$ cat src/rtl/store_buffer_pkg.sv
// Shared types and sizing for the store buffer: entry layout, pointer/count
// widths derived from the depth, and the memory-port arbitration select.
package store_buffer_pkg;

    localparam int SB_N      = 32;
    localparam int SB_ADDR_W = 32;
    localparam int SB_DEPTH  = 4;
    localparam int PTR_W     = $clog2(SB_DEPTH);
    localparam int CNT_W     = PTR_W + 1;

    typedef logic [PTR_W-1:0] ptr_t;
    typedef logic [CNT_W-1:0] cnt_t;

    typedef struct packed {
        logic [SB_ADDR_W-1:0] addr;
        logic [SB_N-1:0]      data;
    } sb_entry_t;

    typedef enum logic [1:0] {
        SEL_IDLE  = 2'd0,
        SEL_LOAD  = 2'd1,
        SEL_DRAIN = 2'd2
    } sb_sel_e;

    function automatic ptr_t ptr_inc(input ptr_t p);
        return p + ptr_t'(1);
    endfunction

endpackage

$ cat src/rtl/store_buffer_if.sv
// Core-side store/load handshake plus the data-memory port of the store buffer.
interface store_buffer_if #(
    parameter int N      = store_buffer_pkg::SB_N,
    parameter int ADDR_W = store_buffer_pkg::SB_ADDR_W
) ();
    logic              st_valid;
    logic              st_ready;
    logic [ADDR_W-1:0] st_addr;
    logic [N-1:0]      st_data;
    logic              ld_req;
    logic [ADDR_W-1:0] ld_addr;
    logic [N-1:0]      ld_data;
    logic              ld_stall;
    logic              sb_empty;
    logic [ADDR_W-1:0] mem_address;
    logic [N-1:0]      mem_data_in;
    logic              mem_we;
    logic [N-1:0]      mem_data_out;

    modport slave (
        input  st_valid, st_addr, st_data, ld_req, ld_addr, mem_data_out,
        output st_ready, ld_data, ld_stall, sb_empty, mem_address, mem_data_in, mem_we
    );

    modport master (
        output st_valid, st_addr, st_data, ld_req, ld_addr, mem_data_out,
        input  st_ready, ld_data, ld_stall, sb_empty, mem_address, mem_data_in, mem_we
    );
endinterface

$ cat src/rtl/store_buffer_sb_match.sv
// Youngest-match selector: finds the most recently enqueued valid entry whose
// address equals the load address.
module sb_match
    import store_buffer_pkg::*;
(
    input  logic [SB_ADDR_W-1:0] addrs_i [SB_DEPTH],
    input  logic [SB_DEPTH-1:0]  valid_i,
    input  ptr_t                 wr_ptr_i,
    input  logic [SB_ADDR_W-1:0] ld_addr_i,
    output logic                 hit_o,
    output ptr_t                 idx_o
);

    ptr_t slot_s;
    logic match_s;

    // Walk slots oldest-to-youngest (wr_ptr-Depth .. wr_ptr-1); the last match wins.
    always_comb begin
        hit_o   = 1'b0;
        idx_o   = ptr_t'(0);
        slot_s  = ptr_t'(0);
        match_s = 1'b0;
        for (int k = SB_DEPTH; k >= 1; k--) begin
            slot_s  = wr_ptr_i - ptr_t'(k);
            match_s = valid_i[slot_s] && (addrs_i[slot_s] == ld_addr_i);
            hit_o   = hit_o | match_s;
            idx_o   = match_s ? slot_s : idx_o;
        end
    end

endmodule

$ cat src/rtl/store_buffer.sv
// FIFO write buffer in front of the data memory; loads own the port, stores
// drain on free cycles. STORE_FWD_EN selects forwarding instead of load stalls.
module store_buffer
    import store_buffer_pkg::*;
(
    input  logic         clk,
    input  logic         rst_n,
    store_buffer_if.slave bus
);

    sb_entry_t            entry_q [SB_DEPTH];
    ptr_t                 rd_ptr_q, rd_ptr_d;
    ptr_t                 wr_ptr_q, wr_ptr_d;
    cnt_t                 count_q, count_d;

    logic                 full_s, empty_s, enq_s, deq_s;
    logic                 hit_s, stall_s;
    sb_sel_e              sel_s;
    logic [SB_ADDR_W-1:0] entry_addr_s [SB_DEPTH];
    logic [SB_DEPTH-1:0]  valid_s;

    assign full_s       = (count_q == cnt_t'(SB_DEPTH));
    assign empty_s      = (count_q == cnt_t'(0));
    assign bus.st_ready = ~full_s;
    assign bus.sb_empty = empty_s;
    assign enq_s        = bus.st_valid & ~full_s;
    assign deq_s        = (sel_s == SEL_DRAIN);

    // A slot is live when its distance from the head is below the occupancy.
    always_comb begin
        valid_s = {SB_DEPTH{1'b0}};
        for (int i = 0; i < SB_DEPTH; i++) begin
            entry_addr_s[i] = entry_q[i].addr;
            valid_s[i]      = ({1'b0, ptr_t'(ptr_t'(i) - rd_ptr_q)} < count_q);
        end
    end

`ifdef STORE_FWD_EN
    ptr_t hit_idx_s;

    sb_match u_match (
        .addrs_i   (entry_addr_s),
        .valid_i   (valid_s),
        .wr_ptr_i  (wr_ptr_q),
        .ld_addr_i (bus.ld_addr),
        .hit_o     (hit_s),
        .idx_o     (hit_idx_s)
    );

    assign stall_s = 1'b0;

    // Youngest pending store to the load address overrides memory data.
    always_comb begin
        if (hit_s) begin
            bus.ld_data = entry_q[hit_idx_s].data;
        end else begin
            bus.ld_data = bus.mem_data_out;
        end
    end
`else
    ptr_t unused_idx_s;

    sb_match u_match (
        .addrs_i   (entry_addr_s),
        .valid_i   (valid_s),
        .wr_ptr_i  (wr_ptr_q),
        .ld_addr_i (bus.ld_addr),
        .hit_o     (hit_s),
        .idx_o     (unused_idx_s)
    );

    // Without forwarding a conflicting load waits and hands the port to the drain.
    assign stall_s     = bus.ld_req & hit_s;
    assign bus.ld_data = bus.mem_data_out;
`endif

    assign bus.ld_stall = stall_s;

    // Memory port owner for this cycle: loads first, then the head entry.
    always_comb begin
        if (bus.ld_req && !stall_s) begin
            sel_s = SEL_LOAD;
        end else if (!empty_s) begin
            sel_s = SEL_DRAIN;
        end else begin
            sel_s = SEL_IDLE;
        end
    end

    // Memory port drive for the selected owner.
    always_comb begin
        bus.mem_address = {SB_ADDR_W{1'b0}};
        bus.mem_data_in = {SB_N{1'b0}};
        bus.mem_we      = 1'b0;
        case (sel_s)
            SEL_LOAD: begin
                bus.mem_address = bus.ld_addr;
            end
            SEL_DRAIN: begin
                bus.mem_address = entry_q[rd_ptr_q].addr;
                bus.mem_data_in = entry_q[rd_ptr_q].data;
                bus.mem_we      = 1'b1;
            end
            default: begin
                bus.mem_we      = 1'b0;
            end
        endcase
    end

    // Pointer and occupancy next-state.
    always_comb begin
        rd_ptr_d = deq_s ? ptr_inc(rd_ptr_q) : rd_ptr_q;
        wr_ptr_d = enq_s ? ptr_inc(wr_ptr_q) : wr_ptr_q;
        case ({enq_s, deq_s})
            2'b10:   count_d = count_q + cnt_t'(1);
            2'b01:   count_d = count_q - cnt_t'(1);
            default: count_d = count_q;
        endcase
    end

    // Control state; reset discards every pending store.
    always_ff @(posedge clk or negedge rst_n) begin
        if (!rst_n) begin
            rd_ptr_q <= ptr_t'(0);
            wr_ptr_q <= ptr_t'(0);
            count_q  <= cnt_t'(0);
        end else begin
            rd_ptr_q <= rd_ptr_d;
            wr_ptr_q <= wr_ptr_d;
            count_q  <= count_d;
        end
    end

    // Entry storage needs no reset; only slots inside the occupancy window are read.
    always_ff @(posedge clk) begin
        if (enq_s) begin
            entry_q[wr_ptr_q] <= '{addr: bus.st_addr, data: bus.st_data};
        end
    end

endmodule

$ cat src/flat_wrapper.sv
// flat-port wrapper written by rule: the top's interface ports become plain ports
module store_buffer_flat import store_buffer_pkg::*;
  (clk, rst_n, bus_st_valid, bus_st_addr, bus_st_data, bus_ld_req, bus_ld_addr, bus_mem_data_out, bus_st_ready, bus_ld_data, bus_ld_stall, bus_sb_empty, bus_mem_address, bus_mem_data_in, bus_mem_we);
  store_buffer_if bus_i ();
  input  logic clk;
  input  logic rst_n;
  input wire logic [$bits(bus_i.st_valid)-1:0] bus_st_valid;
  input wire logic [$bits(bus_i.st_addr)-1:0] bus_st_addr;
  input wire logic [$bits(bus_i.st_data)-1:0] bus_st_data;
  input wire logic [$bits(bus_i.ld_req)-1:0] bus_ld_req;
  input wire logic [$bits(bus_i.ld_addr)-1:0] bus_ld_addr;
  input wire logic [$bits(bus_i.mem_data_out)-1:0] bus_mem_data_out;
  output wire logic [$bits(bus_i.st_ready)-1:0] bus_st_ready;
  output wire logic [$bits(bus_i.ld_data)-1:0] bus_ld_data;
  output wire logic [$bits(bus_i.ld_stall)-1:0] bus_ld_stall;
  output wire logic [$bits(bus_i.sb_empty)-1:0] bus_sb_empty;
  output wire logic [$bits(bus_i.mem_address)-1:0] bus_mem_address;
  output wire logic [$bits(bus_i.mem_data_in)-1:0] bus_mem_data_in;
  output wire logic [$bits(bus_i.mem_we)-1:0] bus_mem_we;
  assign bus_i.st_valid = bus_st_valid;
  assign bus_i.st_addr = bus_st_addr;
  assign bus_i.st_data = bus_st_data;
  assign bus_i.ld_req = bus_ld_req;
  assign bus_i.ld_addr = bus_ld_addr;
  assign bus_i.mem_data_out = bus_mem_data_out;
  assign bus_st_ready = bus_i.st_ready;
  assign bus_ld_data = bus_i.ld_data;
  assign bus_ld_stall = bus_i.ld_stall;
  assign bus_sb_empty = bus_i.sb_empty;
  assign bus_mem_address = bus_i.mem_address;
  assign bus_mem_data_in = bus_i.mem_data_in;
  assign bus_mem_we = bus_i.mem_we;
  store_buffer u_core (.clk(clk), .rst_n(rst_n), .bus(bus_i));
endmodule
$ cat config.mk
export PLATFORM = sky130hd
export DESIGN_NAME = store_buffer_flat
export DESIGN_NICKNAME = d
export VERILOG_FILES = /design/src/rtl/store_buffer_pkg.sv /design/src/rtl/store_buffer_if.sv /design/src/rtl/store_buffer_sb_match.sv /design/src/rtl/store_buffer.sv /design/src/flat_wrapper.sv
export SDC_FILE = /design/constraint.sdc
export NUM_CORES = 1
export LEC_CHECK = 0
export ABC_CLOCK_PERIOD_IN_PS = 5650
export CORE_MARGIN = 3
export CORE_UTILIZATION = 55
export DETAILED_ROUTE_END_ITERATION = 12
export MAX_ROUTING_LAYER = met4
export PLACE_DENSITY_LB_ADDON = 0.25
export SKIP_LAST_GASP = 1
export SLEW_MARGIN = 25
export SYNTH_ARGS = -nofsm -noshare
export SYNTH_HDL_FRONTEND = slang
export SYNTH_SLANG_ARGS = --single-unit
$ cat constraint.sdc
create_clock -name clk -period 5.65 [get_ports clk]
set_input_delay 0.565 -clock clk [delete_from_list [all_inputs] [get_ports clk]]
set_output_delay 0.565 -clock clk [all_outputs]
set_load 0.005 [all_outputs]
=== Word-level counts from Yosys, hierarchy flattened ===
Memories as Yosys holds them, arrays and structs flattened.
Cells that the tools add are included.

* Add/sub/neg operators: 11
* Magnitude comparators: 12
* Equality and inequality tests: 9
* Mux-type cells: 28
* Bitwise logic cells: 10
* Reductions and logical operators: 8

{| class="wikitable"
|+ Operators with widths
! operator !! count
|-
| 2-to-1 mux 32 bit || 9
|-
| binary-select mux 32 bit (select 2 bit) || 4
|-
| equality test 32 bit || 4
|-
| one-hot mux 32 bit (2 select lines) || 1
|-
| >= comparator 3 bit (second input constant) || 4
|-
| < comparator 2 x 3 -> 1 bit || 4
|-
| < comparator 2 x 3 -> 1 bit (second input constant) || 4
|-
| inverter 2 -> 3 bit || 4
|-
| binary-select mux 1 bit (select 2 bit) || 4
|-
| 2-to-1 mux 1 bit || 7
|-
| one-hot mux 3 bit (2 select lines) || 1
|-
| logical AND 1 bit || 5
|-
| adder 2 x 1 -> 2 bit (second input constant) || 2
|-
| equality test 2 x 1 -> 1 bit (second input constant) || 2
|-
| equality test 2 bit (second input constant) || 2
|-
| 2-to-1 mux 2 bit || 2
|-
| subtractor 1 x 2 -> 2 bit (first input constant) || 2
|-
| subtractor 2 bit (first input constant) || 2
|-
| subtractor 2 bit (second input constant) || 2
|-
| adder 3 x 1 -> 3 bit (second input constant) || 1
|-
| equality test 3 bit (second input constant) || 1
|-
| zero test 3 bit || 1
|-
| OR 1 bit || 3
|-
| subtractor 3 x 1 -> 3 bit (second input constant) || 1
|-
| 5 further kinds || 6
|}

* Register bits after elaboration: 7
* Bits in writable memories: 256
* Input bits: 132
* Output and inout port bits: 100
* Logic and storage cells: 82
* Memories: 1

{| class="wikitable"
|+ Memories
! memory !! words !! width !! read ports !! clocked after Yosys merged registers in !! wr ports !! line !! source
|-
| u_core.entry_q || 4 || 64 || 5 || 0 || 1 || store_buffer.sv:11 || <nowiki>sb_entry_t entry_q [SB_DEPTH];</nowiki>
|}

=== Longest topological paths before layout ===
Gate-level depths: netlist of run 1.

* Depth after elaboration: 17
* Depth in mapped cells: 23
* Depth with buffers taken out: 16

=== Hierarchy ===
From an unflattened synthesis of run 1, not the netlist that was laid out.

* Cells, all modules: 1127
* Area total of the unflattened synthesis: 15647.5 µm²

{| class="wikitable"
|+ Modules (own cells, without submodules)
! module !! times used !! cells each !! area each (µm²) !! seq. area each (µm²)
|-
| store_buffer || 1 || 517 || 10700.3 || 7862.5
|-
| sb_match || 1 || 610 || 4947.2 || 0.0
|}

=== Least setup slack after synthesis of run 1 ===
OpenSTA, ideal clock, no wires.

* Path kind: flip-flop to flip-flop
* From: register u_core.rd_ptr_q[0]
* To: register u_core.count_q[2]
* Setup time: 126 ps
* Arrival time: 4342 ps
* Required time: 5524 ps
* Path slack: 1182 ps
* Stages on the path, launching flop included: 21
* Path buffers: 4
* Clock period less this slack: 4468 ps
* Path through: dfrtp_1 > clkbuf_1 > buf_1 > buf_1 > xnor2_1 > inv_1 > ha_1 > a21oi_1 > or2_2 > mux4_2 > nand4_1 > nand4_2 > o21bai_2 > buf_2 > inv_1 > ha_1 > inv_1 > fa_1 > xor2_1 > nor2_1 > xor2_1

* Longest elaborated chain between the ends: 15
* Elaborated cells between the ends (all ways): 32
* Those cells by class: 4 x add/sub; 4 x order compare; 3 x eq/ne; 10 x mux; 4 x bitwise; 7 x reduce/logical

{| class="wikitable"
|+ Ends and longest elaborated chain
! element !! line !! source
|-
| start: declaration || store_buffer.sv:12 || <nowiki>ptr_t rd_ptr_q, rd_ptr_d;</nowiki>
|-
| start signal: assignment || store_buffer.sv:124 || <nowiki>rd_ptr_q <= ptr_t'(0);</nowiki>
|-
| start signal: assignment || store_buffer.sv:128 || <nowiki>rd_ptr_q <= rd_ptr_d;</nowiki>
|-
| subtractor 1 x 2 -> 2 bit / subtractor 2 bit (equally long branches) || store_buffer.sv:34 || <nowiki>valid_s[i] = ({1'b0, ptr_t'(ptr_t'(i) - rd_ptr_q)} < count_q);</nowiki>
|-
| < comparator 2 x 3 -> 1 bit || store_buffer.sv:34 ||
|-
| binary-select mux 1 bit (select 2 bit) || store_buffer_sb_match.sv:25 || <nowiki>match_s = valid_i[slot_s] && (addrs_i[slot_s] == ld_addr_i);</nowiki>
|-
| 2-to-1 mux 1 bit (implied by the code) || store_buffer_sb_match.sv:25 ||
|-
| logical AND 1 bit || store_buffer_sb_match.sv:25 ||
|-
| OR 1 bit (2 in a row) || store_buffer_sb_match.sv:26 || <nowiki>hit_o = hit_o | match_s;</nowiki>
|-
| OR 1 bit (*) || store_buffer_sb_match.sv:26 ||
|-
| bitwise AND 1 bit (*) || store_buffer.sv:73 || <nowiki>assign stall_s = bus.ld_req & hit_s;</nowiki>
|-
| zero test 1 bit (*) || store_buffer.sv:81 || <nowiki>if (bus.ld_req && !stall_s) begin</nowiki>
|-
| logical AND 1 bit (*) || store_buffer.sv:81 ||
|-
| 2-to-1 mux 2 bit (*) || store_buffer.sv:81 ||
|-
| equality test 2 bit (*) || store_buffer.sv:27 || <nowiki>assign deq_s = (sel_s == SEL_DRAIN);</nowiki>
|-
| equality test 2 x 1 -> 1 bit / equality test 2 bit (equally long branches) || store_buffer.sv:114 || <nowiki>case ({enq_s, deq_s})</nowiki>
|-
| one-hot mux 3 bit (2 select lines) / nonzero test 2 bit (equally long branches) || n/a ||
|-
| end signal: assignment || store_buffer.sv:126 || <nowiki>count_q <= cnt_t'(0);</nowiki>
|-
| end signal: assignment || store_buffer.sv:130 || <nowiki>count_q <= count_d;</nowiki>
|-
| end: declaration || store_buffer.sv:14 || <nowiki>cnt_t count_q, count_d;</nowiki>
|}

Every way passes the cells marked *; elsewhere a longest branch is shown, timed or not. The select of a mux whose other input is x is not followed.
A chain may end at the register's enable or synchronous reset.

=== Worst setup path in the final report of run 1 ===
* From: register u_core.wr_ptr_q[0]
* To: output port bus_mem_address[14]

* Elaborated cells between the ends (all ways): 45
* Those cells by class: 3 x add/sub; 6 x eq/ne; 22 x mux; 8 x bitwise; 6 x reduce/logical

{| class="wikitable"
|+ RTL lines
! element !! line !! source
|-
| start: declaration || store_buffer.sv:13 || <nowiki>ptr_t wr_ptr_q, wr_ptr_d;</nowiki>
|-
| start signal: assignment || store_buffer.sv:125 || <nowiki>wr_ptr_q <= ptr_t'(0);</nowiki>
|-
| start signal: assignment || store_buffer.sv:129 || <nowiki>wr_ptr_q <= wr_ptr_d;</nowiki>
|-
| subtractor 2 x 1 -> 2 bit (*) || store_buffer_sb_match.sv:24 || <nowiki>slot_s = wr_ptr_i - ptr_t'(k);</nowiki>
|-
| net u_core.u_match.slot_s[0] || store_buffer_sb_match.sv:14 || <nowiki>ptr_t slot_s;</nowiki>
|-
| inverter 2 -> 3 bit (implied by the code) || store_buffer_sb_match.sv:25 ||
|-
| binary-select mux 32 bit (select 2 bit) || store_buffer_sb_match.sv:25 ||
|-
| 2-to-1 mux 32 bit (implied by the code) (2 in a row) || store_buffer_sb_match.sv:25 ||
|-
| equality test 32 bit || store_buffer_sb_match.sv:25 ||
|-
| logical AND 1 bit (*) || store_buffer_sb_match.sv:25 ||
|-
| OR 1 bit (*) || store_buffer_sb_match.sv:26 ||
|-
| bitwise AND 1 bit (*) || store_buffer.sv:73 ||
|-
| zero test 1 bit (*) || store_buffer.sv:81 ||
|-
| logical AND 1 bit (*) || store_buffer.sv:81 ||
|-
| 2-to-1 mux 2 bit (*) || store_buffer.sv:81 ||
|-
| equality test 2 bit / equality test 2 x 1 -> 1 bit (equally long branches) || store_buffer.sv:95 || <nowiki>case (sel_s)</nowiki>
|-
| one-hot mux 32 bit (2 select lines) (*) || store_buffer.sv:95 ||
|-
| end: declaration || flat_wrapper.sv:17 || <nowiki>output wire logic [$bits(bus_i.mem_address)-1:0] bus_mem_address;</nowiki>
|}

The timed path passes the listed nets; every way through them passes the cells marked *. The select of a mux whose other input is x is not followed.

==> results of run 1 <==
## layout by cell type (no fill, tap or decap), drive strengths merged, types with 7 or more instances in the layout
master	n
clkinv	9
xnor2	133
clkdlybuf4s50	167
mux4	196
mux2	32
nand4	37
inv	10
edfxtp	256
dfrtp	7
nor2b	65
buf	25
ha	9
clkbuf	34
nor2	10
## through the flow
step / hold slack (ns) / setup WS, ns / cells / utilization [%] / instance area (sq um)
3_3_place_gp: 0.5057 / 0.7026 / 1350 / 62.14 / 17310
3_5_place_dp: 0.5181 / 0.5819 / 1350 / 62.14 / 17310
4_1_cts: 0.2849 / 0.008379 / 1397 / 65.25 / 18180
2_1_floorplan: 0.2694 / 1.182 / 903 / - / 15630
6_report: 0.2924 / 0.2783 / 1405 / 65.60 / 18280
5_1_grt: 0.3057 / 0.08234 / 1405 / 65.60 / 18280
## per-layer routing
layer	global-route usage (%)	up-vias	share of wire, %
met3	5.780	79	9.3
met2	37.61	466	48
met5	-	-	0
li1	-	3814	-
met1	34.32	4665	39
met4	8.511	0	3.5
## logic make-up (layout without fill, tap and decap cells)
logic type,after synthesis,in the layout
muxes,228,228
AOI/OAI and AO/OA,9,9
adders and majority gates,10,10
xor gates and xnor gates,135,135
and+or+nand+nor,131,131
DFF,263,263
other,0,1
buffers and inverters,127,250
## area by class of cell
| class | instances | area [sq um] |
|---|---|---|
| fillers | 1921 | 9583 |
| flip-flops and latches | 263 | 7873 |
| multi-input cells | 513 | 7084 |
| repair buffers | 193 | 1941 |
| clock buffers | 33 | 698.2 |
| well taps | 378 | 473.0 |
| clock inverters | 14 | 166.4 |
| inverters | 10 | 37.54 |
| diodes | 1 | 2.502 |
## repair_timing
item / in CTS / in global routing
gates cloned: 0 / 1
resized for setup: 0 / 2
hold buffers: 0 / 0
buffers inserted: 0 / 6
setup endpoints to repair: 2 / 55
pin swaps: 1 / 1
## registers in the layout, summed over array words and instances (netlist names)
signal,count
u_core.rd_ptr_q,2
u_core.entry_q,256
u_core.wr_ptr_q,2
u_core.count_q,3
## how the worst min path moves through the flow
stage | depth (start not counted) | startpoint | slack, ns | endpoint
final | 1 | rst_n | 0.29 | u_core.rd_ptr_q[0]
after global routing | 1 | rst_n | 0.31 | u_core.rd_ptr_q[0]
after CTS | 1 | rst_n | 0.28 | u_core.rd_ptr_q[0]
after detailed placement | 2 | u_core.count_q[1] | 0.52 | u_core.count_q[1]
after global placement | 2 | u_core.count_q[1] | 0.51 | u_core.count_q[1]
after floorplan | 0 | rst_n | 0.27 | u_core.count_q[0]
## power groups by stage
| stage | logic [mW] | clock network (mW) | registers, mW |
|---|---|---|---|
| 6_report | 5.70 | 1.77 | 2.88 |
| 5_1_grt | 6.10 | 1.88 | 2.93 |
| 4_1_cts | 5.63 | 1.80 | 2.87 |
| 3_5_place_dp | 5.60 | 0 | 2.91 |
| 3_3_place_gp | 5.57 | 0 | 2.89 |
| 2_1_floorplan | 4.17 | 0 | 2.78 |
## critical path, stage by stage, from the launching register on
cell             delay (ns)
dfrtp_4                0.53
inv_1                  0.24
ha_4                   0.32
buf_4                  0.23
mux4_2                 0.52
xnor2_1                0.19
nand4_1                0.14
nor4_1                 0.44
nand4_1                0.18
nand4_2                0.23
nor2_4                 0.05
buf_4                  0.29
mux2_4                 0.38
clkdlybuf4s50_1        0.45
==> run metrics, run 1 <==
layout cells sized above 1=29.82%; initial antenna violation count=1; slew margin rel.=around 34%; 1st-pass router iterations=5; Mapped Cells=903; GRT Total Usage=24.99%; Crit. Startpoint=u_core.wr_ptr_q[0]; Power Density=566.6 mW/mm^2; cell with the most instances after synthesis=edfxtp_1; worst r2r src=u_core.wr_ptr_q[0]; Initial Util=56.10%; Layout Nets=1150; clock network power share=roughly 17%; die footprint=about 0.030 sq mm; status=finished clean; total power=10.36 mW; Vias per Instance=between 6 and 7; Main synth FF type=edfxtp_1; Area Overhead vs Synth=16.93%; proportion of synthesized area in mux cells=31.27%; Yosys cell types=32; worst skew pair latency=about 0.54 ns; Core Region=0.02786 sq mm; Post-DP HPWL=24920 um; maximum vdd ir drop=~0.00042 V; Row Count=61; global route overflow=0; Critical Path Start Type=flop; Logic pwr share=55.1%; Max Cap Violations=0; first-pass GRT wire length=56320 um; period utilization=95.08%; internal power=6.798 mW; Period minus WS final=5.372 ns; post-route ant nets=0; placer congestion estimate=0.9082; root buf cell=clkbuf_16; WL final=37320 um; mapped cell area=0.01563 sq mm; Port Buffers=167; Slew @ Worst Pin=approximately 0.99 ns; Worst setup EP type=output port; Final Skew=0.01705 ns; Final setup viols=0; number of global-route vias before repair=9263; overall via count from detail_route=around 9000; post-synth net total=1045; Switch Pwr=3.558 mW; RSZ-0062 raised after global routing=no; largest family of logic cells by synthesized area=multiplexers; CP Data Required Time=5.09 ns; adder-cell share of the synthesized area=less than 1%; compound-cell area share of the yosys netlist=less than 1%; Clock transition at path regs=0.06 ns; Setup CP Type=reg2out; LEAKAGE=5.793 nW; CTS tree=done; total CTS buffers=27; R2R Setup Slk=about 1.1 ns; largest area contributor in the netlist=edfxtp_1; routed len/inst=26.56 um; XOR/XNOR Fraction of Synth Area=under 10%; Sw Share=34.36%; pin count of the biggest net entering global routing=133; initial drt markers=844; clk sinks=263; worst-case reg-to-reg path depth=17; synth top area cells=edfxtp_1 (49%), mux4_2 (28%), xnor2_1 (7.5%), mux2_4 (2.9%), nor2b_1 (2.6%); sequential group share of total power=27.8%; post-synth top area share=between 40% and 50%; Seq/Total Area, Yosys=50.31%; FFs w/ async S/R, synth=2.662%; DRC=0; CP endpoint=bus_mem_address[14]; YS warnings=0; FMAX=about 190 MHz; CP Max Fanout=31; reg2reg end=u_core.count_q[2]; Slew Viols, Final=0; EDFF count, synth=approximately 260; simple-gate portion of the synthesized area=5.108%; die width=174.6 um; Synth Register Bits=263; syn avg cell area=around 17 sq um; Worst Hold Class=in2async; Die H=174.6 um; post-route setup TNS=0 ns; H-Tree Depth=1; CTS Buffer Depth=3; Fin. Hold Viols=0; crit path DAT=4.81 ns; I/O pins=232; Commonest cells post-synth=edfxtp_1 (256), mux4_2 (196), xnor2_1 (133)
Power figures use the tool's default switching activity.
==> run 2, diff against run 1 <==
Settings changed: GPL_ROUTABILITY_DRIVEN set to 0, PLACE_DENSITY set to 0.89, PLACE_DENSITY_LB_ADDON 0.25 to unset.
==> run 2 against run 1 <==
First-iteration DRC count is 22% higher. Count of clock-buffer cells in the layout increased by 3. Maximum frequency down 0.48%. Setup slack worse by 0.026 ns. Critical endpoint is now bus_mem_data_in[19]. Largest cell class unchanged. Largest power group unchanged.
==> run metrics, run 2 (synthesis gave the netlist of run 1 again) <==
1st-pass router iterations=7; Layout Nets=1143; Initial Util=56.10%; Max Cap Violations=0; initial drt markers=1029; Port Buffers=roughly 170; internal power=6.576 mW; RSZ-0062 raised after global routing=no; CTS Buffer Depth=3; Post-DP HPWL=24700 um; Setup CP Type=reg2out; period utilization=about 96%; largest registers=u_core.entry_q: 256 flops, u_core.count_q: 3 flops; crit path DAT=4.83 ns; initial antenna violation count=4; I/O pins=232; Fin. Hold Viols=0; Final Skew=0.03271 ns; Finished Layout Cells=~1400; Worst setup EP type=output port; maximum vdd ir drop=0.0004283 V; H-Tree Depth=1; global route overflow=0; worst r2r src=u_core.wr_ptr_q[0]; slew margin rel.=32.01%; total power=10.06 mW; Period minus WS final=5.398 ns; post-route setup TNS=0 ns; most frequent cells in the layout=edfxtp_1 (256), mux4_2 (196), clkdlybuf4s50_1 (167), xnor2_1 (133), nor2b_1 (65); DP Worst Slack=0.5329 ns; clock network power share=16.0%; root buf cell=clkbuf_16; routed len/inst=26.35 um; R2R Setup Slk=0.96 ns; sequential group share of total power=28.2%; number of global-route vias before repair=approximately 9300; Row Count=61; Final setup viols=0; Worst Hold Class=in2async; DRC=0; Critical Path Start Type=flop; first-pass GRT wire length=55860 um; max reg flops=256; slack of the critical path=0.2521 ns; CP Max Fanout=132; worst-case reg-to-reg path depth=16; WL final=36980 um; FMAX=185.3 MHz; post-route ant nets=0; die footprint=0.03047 sq mm; Core Region=0.02786 sq mm; CP Data Required Time=between 5 and 6 ns; Area Overhead vs Synth=16.03%; status=finished clean; placed inst area=0.01729 sq mm; Slew @ Worst Pin=1.020 ns; commonest non-fill, non-tap cell in the layout=edfxtp_1; Switch Pwr=roughly 3.5 mW; total CTS buffers=27; layout cells sized above 1=between 20% and 30%; post-layout instance area=between 0.015 and 0.02 sq mm; Clock transition at path regs=0.06 ns; LEAKAGE=5.720 nW; reg2reg end=u_core.count_q[2]; placed cells=between 1000 and 1500; Reg with most FFs=u_core.entry_q; Logic pwr share=55.8%; Slew Viols, Final=0; GRT Total Usage=24.81%; clk sinks=between 200 and 300; worst skew pair latency=0.56 ns; Die H=about 170 um; Power Density=554.7 mW/mm^2; die width=174.6 um; Vias per Instance=about 6.6; Sw Share=about a third; CTS tree=done; overall via count from detail_route=9191; pin count of the biggest net entering global routing=133
-- run 2: cell types whose count changed in the layout (fill, tap and decap cells not counted), moves of 2 or more --
cell	previous run	this run
clkbuf_1	6	9
buf_4	20	14
bufinv_16	4	0
clkinv_2	4	6
diode_2	1	4
-- run 2: worst max-delay path by stage --
stage | from | end | slack [ns] | cells past startpoint
after floorplan | u_core.rd_ptr_q[0] | u_core.count_q[2] | 1.18 | 20
after detailed placement | u_core.wr_ptr_q[0] | bus_mem_address[31] | 0.53 | 13
after global placement | u_core.wr_ptr_q[0] | bus_mem_address[2] | 0.62 | 13
final | u_core.wr_ptr_q[0] | bus_mem_data_in[19] | 0.25 | 11
after CTS | u_core.wr_ptr_q[0] | bus_mem_data_in[19] | 0.15 | 13
after global routing | u_core.wr_ptr_q[0] | bus_mem_data_in[26] | 0.06 | 13
-- run 2: layer usage --
layer,track usage [%],share of wire [%],up-vias
met5,-,0,-
met2,38.02,48,546
li1,-,-,3813
met3,6.584,11,100
met1,32.85,37,4732
met4,8.411,3.8,0
-- run 2: stage by stage --
step,hold slack (ns),util (%)
after floorplan,0.2694,-
after global placement,0.5097,62.06
after detailed placement,0.5313,62.06
after CTS,0.2651,64.90
after global routing,0.2830,65.09
final,0.2605,65.09
-- run 2: worst max-delay path, cell delays in order, from the launching register on --
cell,delay (ns)
dfrtp_4,0.43
buf_16,0.58
mux4_2,0.62
xnor2_1,0.32
nand4_1,0.13
nor4_1,0.49
nand4_1,0.18
nand4_2,0.18
o21bai_2,0.09
buf_4,0.27
nor2b_1,0.28
clkdlybuf4s50_1,0.56
-- run 2: what timing repair did --
action,in CTS,in global routing
pin swaps,1,1
setup endpoints to repair,18,6
gates resized for setup,0,1
hold buffers,0,0
cloned,0,0
endpoints found under the hold margin,0,0
setup buffers,1,1
-- run 2: power groups by stage --
stage,clock network [mW],registers (mW),logic [mW]
final,1.60,2.84,5.61
after global routing,1.71,2.88,6.02
after CTS,1.63,2.83,5.63
after detailed placement,0,2.86,5.60
after global placement,0,2.83,5.51
after floorplan,0,2.78,4.17
-- run 2: layout make-up --
cell class / count / area (sq um)
sequential: 263 / 7873
fill: 1918 / 9724
inverter: 10 / 37.54
timing repair buffer: 186 / 1876
multi-input combinational: 513 / 7083
clock buffer: 36 / 709.4
tap: 378 / 473.0
antenna: 4 / 10.01
clock inverter: 13 / 72.57
==> run 3, diff against run 2 <==
Settings changed: ABC_CLOCK_PERIOD_IN_PS 5650 to 6290, CORE_UTILIZATION 55 to 60, PLACE_DENSITY 0.89 to 0.95.
Clock period 5.65 ns to 6.29 ns, I/O delays scaled along.
==> run 3 against run 2 <==
Sequential cell count unchanged. Die area down 8.1%. Sequential share of layout area up 0.25 points. Clock power down 9%. Critical endpoint is now bus_mem_address[31]. Critical path type unchanged. Largest cell class unchanged. Count of clock-buffer cells in the layout down 3.
==> run metrics, run 3 (synthesis gave the netlist of run 1 again) <==
status=finished clean; die width=167.4 um; maximum vdd ir drop=0.0004261 V; R2R Setup Slk=1.32 ns; Die H=167.4 um; Crit. Startpoint=u_core.wr_ptr_q[0]; H-Tree Depth=1; Critical Path Start Type=flop; FMAX=168.2 MHz; commonest non-fill, non-tap cell in the layout=edfxtp_1; WL final=37340 um; CP Data Required Time=about 5.7 ns; first-pass GRT wire length=56870 um; 1st-pass router iterations=5; overall via count from detail_route=between 9000 and 10000; Slew @ Worst Pin=1.015 ns; largest registers=u_core.entry_q: 256 flops, u_core.count_q: 3 flops; Post-DP HPWL=24640 um; clk sinks=263; CP Max Fanout=32; Initial Util=between 60% and 70%; Slew Viols, Final=0; hold buffer count at CTS=0; period utilization=a little over nine tenths; max reg flops=256; most frequent cells in the layout=edfxtp_1 (256), mux4_2 (196), clkdlybuf4s50_1 (167), xnor2_1 (133), nor2b_1 (65); Post-CTS Setup Repair Bufs=0; Max Cap Violations=0; CTS Buffer Depth=3; final core utilization=roughly 70%; Power Density=501.4 mW/mm^2; GRT Total Usage=27.37%; crit path DAT=between 5 and 6 ns; Area Overhead vs Synth=15.37%; CTS resizes=0; CP endpoint=bus_mem_address[31]; Worst Hold Class=in2async; Worst setup EP type=output port; Port Buffers=167; number of global-route vias before repair=between 9000 and 10000; root buf cell=clkbuf_16; die footprint=around 0.028 sq mm; post-route ant nets=0; Vias per Instance=6.785; total CTS buffers=26; CTS tree=done; layout cells sized above 1=29.20%; LEAKAGE=5.694 nW; Setup CP Type=reg2out; initial antenna violation count=2; Fin. Hold Viols=0; pin count of the biggest net entering global routing=133; Row Count=a little under 60; worst skew pair latency=0.54 ns; Clock transition at path regs=0.06 ns; RSZ-0062 raised after global routing=no; Period minus WS final=~5.9 ns; Layout Nets=1140; routed len/inst=roughly 28 um; Final Skew=~0.0083 ns; global route overflow=0; post-route setup TNS=0 ns; worst-case reg-to-reg path depth=18; reg2reg end=u_core.count_q[2]; initial drt markers=about 1200; I/O pins=232; Core Region=approximately 0.025 sq mm; worst r2r src=u_core.wr_ptr_q[0]; DRC=0; slew margin rel.=32.34%; Finished Layout Cells=1350; Reg with most FFs=u_core.entry_q; Final setup viols=0; placed cells=1299
## run 3: cell count changes in the layout (fill, tap and decap cells not counted), sizes merged
cell | previous run | this run
buf | 19 | 17
bufinv | 0 | 1
clkbuf | 36 | 33
clkinv | 12 | 11
clkinvlp | 0 | 2
diode | 4 | 3
inv | 11 | 10
## run 3: worst min-delay path by stage
stage | startpoint | to | cells after the start
after global placement | u_core.count_q[1] | u_core.count_q[1] | 2
after global routing | rst_n | u_core.rd_ptr_q[0] | 1
after CTS | rst_n | u_core.wr_ptr_q[0] | 1
after detailed placement | u_core.count_q[1] | u_core.count_q[1] | 2
after floorplan | rst_n | u_core.count_q[0] | 0
final | rst_n | u_core.wr_ptr_q[0] | 1
## run 3: worst max-delay path, cell delays in order (launching register included)
cell and delay (ns):
dfrtp_4 0.50, inv_1 0.22, ha_4 0.53, buf_4 0.36, mux4_2 0.54, xnor2_1 0.14
nand4_1 0.12, nor2_1 0.05, nand4_1 0.10, nand4_2 0.22, nor2_4 0.70, buf_4 0.43
mux2_2 0.38, clkdlybuf4s50_1 0.44
## run 3: through the flow
stage	hold slack [ns]	cell area, sq um	total power [mW]	setup slack, ns
after CTS	0.3485	18000	9.075	0.3215
final	0.3487	18030	9.041	0.3460
after global placement	0.5101	17200	7.442	1.038
after global routing	0.3773	18030	9.479	0.08120
after floorplan	0.3334	15630	6.244	1.822
after detailed placement	0.5387	17210	7.577	0.9355
## run 3: area by class of cell
type / count / area (sq um)
clock buffers: 33 / 698.2
clock inverters: 14 / 93.84
flip-flops and latches: 263 / 7873
repair buffers: 184 / 1828
fillers: 1580 / 7368
inverters: 10 / 37.54
diodes: 3 / 7.507
multi-input cells: 513 / 7081
well taps: 330 / 412.9
## run 3: power by group
part | leakage [nW] | internal, mW | switching [mW]
combinational | 2.89 | 2.74 | 2.26
clock | 0.386 | 0.822 | 0.635
sequential | 2.42 | 2.33 | 0.257
total | 5.69 | 5.89 | 3.15
## run 3: layer usage
metal,global-route usage [%],share of wire (%),vias up
met5,-,0,-
met4,8.502,3.2,0
met3,6.610,12,82
met2,43.40,50,620
met1,35.85,35,4666
li1,-,-,3792
